$ cat config.mk
export PLATFORM = sky130hd
export DESIGN_NAME = serial_subtractor
export DESIGN_NICKNAME = d
export VERILOG_FILES = /design/src/rtl/serial_subtractor.sv
export SDC_FILE = /design/constraint.sdc
export NUM_CORES = 1
export LEC_CHECK = 0
export BUFFER_PORTS_ARGS = -buffer_cell sky130_fd_sc_hd__buf_2
export CELL_PAD_IN_SITES_DETAIL_PLACEMENT = 0
export CELL_PAD_IN_SITES_GLOBAL_PLACEMENT = 1
export CORE_UTILIZATION = 40
export CTS_CLUSTER_SIZE = 12
export DETAILED_ROUTE_END_ITERATION = 8
export HOLD_SLACK_MARGIN = 0.08
export PLACE_DENSITY_LB_ADDON = 0.12
export SYNTH_ARGS = -nofsm -noshare
export SYNTH_HDL_FRONTEND = slang
export SYNTH_SLANG_ARGS = --single-unit
$ cat constraint.sdc
create_clock -name clk -period 3.13 [get_ports clk]
set_input_delay 0.4695 -clock clk [delete_from_list [all_inputs] [get_ports clk]]
set_output_delay 0.4695 -clock clk [all_outputs]
set_load 0.01 [all_outputs]
$ cat src/rtl/serial_subtractor.sv
// serial_subtractor: bit-serial a - b, LSB first, one full-subtractor cell and a borrow flop
module serial_subtractor #(
  parameter int WIDTH = 8
) (
  input  logic             clk,
  input  logic             rst_n,
  input  logic             in_valid,
  output logic             in_ready,
  input  logic [WIDTH-1:0] a,
  input  logic [WIDTH-1:0] b,
  output logic             out_valid,
  input  logic             out_ready,
  output logic [WIDTH-1:0] diff,
  output logic             borrow,
  output logic             ovf,
  output logic             busy
);
  localparam int CW = $clog2(WIDTH);
  typedef enum logic [1:0] {IDLE, SHIFT, DONE} state_t;
  state_t state, state_nx;
  logic [WIDTH-1:0] a_sr, b_sr, diff_cat;
  logic [WIDTH-2:0] diff_sr;
  logic [CW-1:0] cnt;
  logic c, a_msb, b_msb, x, y, d, c_nx, last;
  assign x = a_sr[0];
  assign y = b_sr[0];
  assign d = x ^ y ^ c;
  assign c_nx = (~x & y) | (~(x ^ y) & c);
  assign last = cnt == CW'(WIDTH - 1);
  assign diff_cat = {d, diff_sr};
  assign in_ready = state == IDLE;
  assign out_valid = state == DONE;
  assign busy = state != IDLE;
  always_ff @(posedge clk or negedge rst_n)
    if (!rst_n) state <= IDLE;
    else state <= state_nx;
  always_comb begin
    state_nx = state;
    state_nx = (state == IDLE && in_valid) ? SHIFT :
               (state == SHIFT && last)    ? DONE  :
               (state == DONE && out_ready) ? IDLE : state;
  end
  always_ff @(posedge clk or negedge rst_n)
    if (!rst_n) begin
      a_sr    <= '0;
      b_sr    <= '0;
      diff_sr <= '0;
      cnt     <= '0;
      c       <= 1'b0;
      a_msb   <= 1'b0;
      b_msb   <= 1'b0;
      diff    <= '0;
      borrow  <= 1'b0;
      ovf     <= 1'b0;
    end else if (state == IDLE && in_valid) begin
      a_sr  <= a;
      b_sr  <= b;
      c     <= 1'b0;
      cnt   <= '0;
      a_msb <= a[WIDTH-1];
      b_msb <= b[WIDTH-1];
    end else if (state == SHIFT) begin
      a_sr    <= a_sr >> 1;
      b_sr    <= b_sr >> 1;
      diff_sr <= diff_cat[WIDTH-1:1];
      c       <= c_nx;
      cnt     <= last ? cnt : cnt + 1'b1;
      if (last) begin
        diff   <= diff_cat;
        borrow <= c_nx;
        ovf    <= (a_msb != b_msb) && (d != a_msb);
      end
    end
endmodule

==> results of run 1 <==
[synthesized netlist by cell type (all sizes together)]
cell	n	share of area, %
or2	1	0.35
nor2b	2	0.70
nand2b	1	0.35
nor3b	3	1.9
a21oi	1	0.28
ha	2	1.4
mux2i	11	6.2
nand2	41	8.6
buf	8	3.7
nand3b	1	0.42
a22o	4	2.1
o22ai	1	0.35
nor2	2	0.42
fa	1	1.1
mux2	11	7.0
inv	4	0.84
o21ai	15	4.2
a22oi	3	1.3
dfrtp	41	58
a21o	1	0.49
clkbuf	1	0.21
o21bai	1	0.42
[worst min path at each step]
stage,start,to,slack [ns],cells after the start
2_1_floorplan,rst_n,a_msb$_DFFE_PN0P_,0.17,0
3_3_place_gp,ovf$_DFFE_PN0P_,ovf$_DFFE_PN0P_,0.46,2
3_5_place_dp,ovf$_DFFE_PN0P_,ovf$_DFFE_PN0P_,0.46,2
4_1_cts,rst_n,diff[3]$_DFFE_PN0P_,0.33,1
5_1_grt,rst_n,b_sr[0]$_DFFE_PN0P_,0.36,1
6_report,rst_n,diff_sr[2]$_DFFE_PN0P_,0.30,1
[through the flow]
step           hold WS (ns)  cells
2_1_floorplan         0.174    156
3_3_place_gp          0.460    231
3_5_place_dp          0.465    231
4_1_cts               0.327    239
5_1_grt               0.364    239
6_report              0.302    239
[cell type report]
class	count	area share, %
Clock buffer	5	3.38
Sequential cell	41	50.4
Clock inverter	3	0.861
Timing Repair Buffer	34	8.61
Multi-Input combinational cell	102	32.9
Tap cell	50	3.08
Inverter	4	0.738
[cell families (layout without fill, tap and decap cells)]
family / Yosys count / count (layout)
AOI/OAI and AO/OA: 26 / 26
and+or+nand+nor: 51 / 51
DFF: 41 / 41
buffers and inverters: 13 / 46
muxes: 22 / 22
adders and majority gates: 3 / 3
[power by group through the flow]
stage	combinational [mW]	sequential (mW)	clock [mW]
detailed placement	0.598	0.887	0
global placement	0.575	0.878	0
global route	0.674	0.904	0.371
CTS	0.602	0.874	0.348
finish	0.588	0.871	0.332
floorplan	0.467	0.867	0
[placed cells by master, fill, tap and decap left out, types with 2 or more instances in the layout]
| cell type | netlist | routed |
|---|---|---|
| a22oi_1 | 3 | 3 |
| nor2_1 | 2 | 2 |
| a22o_1 | 2 | 2 |
| nor3b_1 | 2 | 2 |
| clkinv_2 | 0 | 2 |
| o21ai_0 | 14 | 14 |
| inv_1 | 4 | 4 |
| mux2i_1 | 11 | 11 |
| a22o_2 | 2 | 2 |
| clkbuf_8 | 0 | 5 |
| dfrtp_1 | 41 | 41 |
| buf_2 | 2 | 32 |
| mux2_2 | 11 | 11 |
| buf_4 | 4 | 2 |
| nand2_1 | 41 | 41 |
| ha_1 | 2 | 2 |
| nor2b_1 | 2 | 2 |
[critical path, delay by kind of cell (launching register included)]
kind	cells	cell delay (ns)
mux	1	0.31
simple gates	2	0.91
flops	1	0.49
[registers in the layout (all words and copies together), names as in the netlist]
register and cells:
ovf 1, state 2, c 1, diff 8, b_sr 8, a_msb 1
borrow 1, a_sr 8, cnt 3, diff_sr 7, b_msb 1
[per-layer routing]
layer | wire [microns] | global-route usage, % | share of wire [%] | vias to the layer above
li1 | - | - | - | 586
met2 | 1450 | 25.0 | 48 | 24
met3 | 120 | 5.43 | 4.0 | 5
met1 | 1400 | 18.6 | 46 | 557
met5 | 0 | 0 | 0 | -
met4 | 46 | 6.12 | 1.5 | 0
==> run_results.csv, run 1 <==
group,metric,value,unit
placement,place_area,1950,sq um
final_layout,nets,211,
critical_path,worstReg2RegStart,"state[0]$_DFFE_PN0P_",
yosys,syn-cell-area,1780,sq um
floorplanning,core_area,4140,sq um
clock_network,cts.sinks,41,
clock_network,cts_resized,0,
placement,post-place-ws,1.23,ns
sta,rsz0062_at_grt,"false",
clock_network,clkSlewWorstSetupHoldPaths,0.08,ns
yosys,synthSimpleGateAreaFrac,12.8,%
clock_network,clk_latency,0.29,ns
final_layout,design_area,2030,sq um
critical_path,cp_slowest_cell,"nor3b_4",
power_and_ir_drop,swShare,34.0,%
clock_network,cts.path.max_buffers,2,
yosys,synth-seq-cells,41,
sta,setup_viol,0,
placement,io_buffers,32,
final_layout,regArea,1030,sq um
clock_network,htreeDepth,2,
global_routing,grt_antenna_before_repair,0,
critical_path,r2r_end,"cnt[0]$_DFFE_PN0P_",
job,cap_violations,0,
sta,fin_tns_setup,0,ns
yosys,muxShareOfSynthArea,13.1,%
critical_path,reg2reg_slack,1.31,ns
yosys,syn_nets,179,
final_layout,multiInputGateArea,669,sq um
power_and_ir_drop,power.leakage,1.08,nW
yosys,synth_top_family_by_area,"multiplexers",
clock_network,cts_root_buffer,"clkbuf_8",
drt,drt_iter0_drc,54,
critical_path,cp_max_fo,22,
clock_network,hold_buffers,0,
drt,wirelength,3020,microns
yosys,synth_compound_area_share,9.14,%
critical_path,cp-start-kind,"flip-flop",
yosys,ys_warn_count,0,
power_and_ir_drop,power_density,880,nW/um^2
global_routing,overflow,0,
final_layout,syn_to_final_growth,14.3,%
power_and_ir_drop,p_clk_share,18.6,%
global_routing,grt_max_degree,42,
floorplanning,fp.dieH,68.7,microns
drt,final_antenna_net_count,0,
min_path,hold_class,"input pin to async pin",
drt,dr.pass1.iters,4,
sta,slew_violations,0,
critical_path,rr_worst_depth,3,
placement,dp_hpwl,2080,microns
clock_network,tritoncts,"yes",
drt,via_per_inst,4.90,
final_layout,num_antenna_cells,0,
power_and_ir_drop,total_power,1.79,mW
global_routing,grt_pass1_vias,1111,
clock_network,cts_setup_buffers,0,
global_routing,grt_pass1_wl,5090,microns
power_and_ir_drop,pwr-share-seq,48.6,%
power_and_ir_drop,p_int,1.18,mW
yosys,yosysUniqueCellTypes,28,
drt,wl_per_cell,12.6,microns
sta,fin_crit,1.82,ns
power_and_ir_drop,comb_power_share,32.8,%
floorplanning,pin_count,33,
power_and_ir_drop,ir_drop,0.402,mV
yosys,avgSynthCellArea,11.4,sq um
placement,gp_congestion,0.716,
critical_path,cp_data_arrival_time,1.99,ns
final_layout,fin_util,49.1,%
critical_path,worstPathCellList,"nor3b_4 > nor2_1 > mux2_2",
drt,vias,1172,
power_and_ir_drop,p_sw,0.609,mW
final_layout,fillers,408,
floorplanning,placementRows,23,
yosys,synthXorXnorAreaFrac,0,%
sta,timing.fmax,0.550,GHz
sta,tightest_slew,0.900,ns
sta,post-route-period-util,58.1,%
final_layout,drive_gt1_share,30.7,%
clock_network,cts_buffers,5,
critical_path,endpoint_kind,"flip-flop",
critical_path,setup.worst_path.start,"state[0]$_DFFE_PN0P_",
critical_path,crit_path_end,"cnt[0]$_DFFE_PN0P_",
critical_path,cp_slowest_stage_delay,0.72,ns
yosys,synth_cells,156,
critical_path,critPathKind,"flip-flop to flip-flop",
yosys,ys_seq_area_share,57.6,%
sta,finClkSkew,0.00717,ns
drt,drc_errors,0,
floorplanning,start_util,43.0,%
outcome,status,"finished clean",
sta,worst_slack,1.31,ns
floorplanning,dieWidth,68.7,microns
sta,hold_viol,0,
sta,slew_headroom,40.0,%
yosys,synthAdderAreaFrac,2.53,%
critical_path,required,3.31,ns
floorplanning,die_area,4720,sq um
global_routing,grt_usage,15.4,%
Power figures use the tool's default switching activity.
==> inputs of run 2 (changes only) <==
--- a/config.mk
+++ b/config.mk
@@ -8,7 +8,7 @@
 export BUFFER_PORTS_ARGS = -buffer_cell sky130_fd_sc_hd__buf_2
 export CELL_PAD_IN_SITES_DETAIL_PLACEMENT = 0
 export CELL_PAD_IN_SITES_GLOBAL_PLACEMENT = 1
-export CORE_UTILIZATION = 40
+export CORE_UTILIZATION = 38
 export CTS_CLUSTER_SIZE = 12
 export DETAILED_ROUTE_END_ITERATION = 8
 export HOLD_SLACK_MARGIN = 0.08
==> constraint.sdc (replaced) <==
create_clock -name clk -period 1.5 [get_ports clk]
set_input_delay 0.225 -clock clk [delete_from_list [all_inputs] [get_ports clk]]
set_output_delay 0.225 -clock clk [all_outputs]
set_load 0.01 [all_outputs]
==> run_results.csv, run 2 (synthesis results as in run 1) <==
group,metric,value,unit
sta,rsz0062_at_grt,"true",
final_layout,fin_util,49.9,%
drt,wl_met1,1510,microns
global_routing,grt_max_degree,42,
floorplanning,dieWidth,70.5,microns
sta,tightest_slew,0.511,ns
min_path,hold_class,"input pin to flip-flop",
sta,post-route-period-util,98.7,%
critical_path,cp_slowest_stage_delay,0.38,ns
drt,drt_iter0_drc,54,
drt,drc_errors,0,
clock_network,tritoncts,"yes",
power_and_ir_drop,ir_drop,0.637,mV
clock_network,htreeDepth,2,
floorplanning,placementRows,24,
final_layout,layout_commonest_cell,"nand2_1",
drt,wirelength,3300,microns
drt,vias,1221,
critical_path,rr_worst_depth,5,
clock_network,cts_root_buffer,"clkbuf_8",
power_and_ir_drop,total_power,4.00,mW
final_layout,num_antenna_cells,0,
drt,wl_per_cell,12.8,microns
sta,finClkSkew,0.00606,ns
sta,slew_headroom,66.0,%
power_and_ir_drop,power_density,1820,nW/um^2
global_routing,overflow,0,
clock_network,cts.sinks,41,
critical_path,critPathKind,"flip-flop to flip-flop",
final_layout,nets,227,
final_layout,design_area,2200,sq um
power_and_ir_drop,p_sw,1.34,mW
critical_path,required,1.68,ns
clock_network,cts.path.max_buffers,2,
sta,slew_violations,0,
final_layout,drive_gt1_share,37.6,%
power_and_ir_drop,comb_power_share,36.9,%
drt,met3_length,166,microns
power_and_ir_drop,p_clk_share,17.1,%
outcome,status,"finished clean",
floorplanning,pin_count,33,
global_routing,grt_usage,14.2,%
sta,hold-worst-slack,0.108,ns
final_layout,stdcell_count,257,
global_routing,grt_antenna_before_repair,0,
floorplanning,core_area,4410,sq um
floorplanning,start_util,40.3,%
sta,fin_crit,1.48,ns
critical_path,cp_data_arrival_time,1.66,ns
final_layout,final_cell_mix,"41 x nand2_1, 39 x dfrtp_1, 32 x buf_2, 15 x buf_4, 13 x o21ai_0",
floorplanning,die_area,4960,sq um
placement,place_area,2030,sq um
job,cap_violations,0,
critical_path,path_buf_inv,1,
drt,final_antenna_net_count,0,
placement,dp.cells,242,
power_and_ir_drop,pwr-share-seq,46.0,%
critical_path,cp_slowest_cell,"dfrtp_1",
critical_path,cp_max_fo,7,
drt,dr.pass1.iters,4,
global_routing,grt_pass1_wl,5350,microns
drt,via_per_inst,4.75,
clock_network,clkSlewWorstSetupHoldPaths,0.08,ns
floorplanning,fp.dieH,70.5,microns
drt,met2_length,1570,microns
sta,setup_viol,0,
critical_path,path_delay_family,"flip-flops",
placement,io_buffers,32,
final_layout,syn_to_final_growth,23.8,%
placement,gp_congestion,0.705,
min_path,whs_path_depth,2,
placement,dp_hpwl,2230,microns
sta,timing.fmax,0.675,GHz
critical_path,cp_num_cells,5,
critical_path,cp-start-kind,"flip-flop",
critical_path,endpoint_kind,"flip-flop",
clock_network,cts_buffers,5,
power_and_ir_drop,power.leakage,1.17,nW
final_layout,reg_top3,"a_sr x8, b_sr x8, diff x8",
power_and_ir_drop,p_int,2.67,mW
drt,highest_layer,"met4",
power_and_ir_drop,swShare,33.4,%
global_routing,grt_pass1_vias,1152,
clock_network,clk_latency,0.29,ns
sta,hold_viol,0,
critical_path,worstPathCellList,"ha_2 > ha_4 > nand3b_1 > buf_6 > mux2_2",
run 2: cell count changes in the layout (fill, tap and decap cells not counted), sizes merged:
| cell | change |
|---|---|
| dlygate4sd3 | +1 |
| clkinvlp | -1 |
| clkbuf | +1 |
| buf | +15 |
run 2: area by class of cell:
| class | instances | area, sq um |
|---|---|---|
| sequential | 41 | 1030 |
| clock buffer | 6 | 72.6 |
| inverter | 4 | 15.0 |
| clock inverter | 2 | 10.0 |
| timing repair buffer | 50 | 305 |
| multi-input combinational | 102 | 707 |
| tap | 52 | 65.1 |
| fill | 431 | 2210 |
run 2: what timing repair did:
item                                    4_1_cts  5_1_grt
buffers inserted                              1        5
gates resized for setup                       5        7
hold endpoints to repair                     41        0
endpoints found under the setup margin        7       13
pin swaps                                     0        2
hold buffers                                  1        0
run 2: worst register-to-register path: stages (launching register included):
cell	delay, ns
dfrtp_1	0.38
ha_2	0.21
ha_4	0.17
nand3b_1	0.14
buf_6	0.15
mux2_2	0.33
run 2: power groups by stage:
stage	clock network (mW)	logic [mW]	registers, mW
after floorplan	0	0.982	1.81
after global placement	0	1.28	1.84
after detailed placement	0	1.32	1.86
after CTS	0.707	1.36	1.84
after global routing	0.766	1.63	1.91
final	0.684	1.48	1.84
run 2: metal layers:
layer  vias up  GRT usage, %
met2        29          22.8
li1        619             -
met1       567          17.2
met4         0          6.00
met3         6          4.91
met5         -             0
run 2: final timing paths:
path                                              from                endpoint  slack (ns)
worst max-delay path                cnt[1]$_DFFE_PN0P_     diff[7]$_DFFE_PN0P_        0.02
worst min-delay path                         out_ready    state[1]$_DFFE_PN0P_        0.11
worst max register to register      cnt[1]$_DFFE_PN0P_     diff[7]$_DFFE_PN0P_        0.02
worst min register to register  diff_sr[0]$_DFFE_PN0P_  diff_sr[0]$_DFFE_PN0P_        0.49
max in group asynchronous                        rst_n    state[0]$_DFFE_PN0P_        0.60
min in group asynchronous                        rst_n     diff[1]$_DFFE_PN0P_        0.52
run 2: per-stage QoR:
step / setup WS, ns / setup TNS, ns
floorplan: 0.00703 / 0
CTS: 0.00158 / 0
global route: -0.0425 / -0.187
finish: 0.0190 / 0
detailed placement: -0.0195 / -0.0559
global placement: 0.0219 / 0
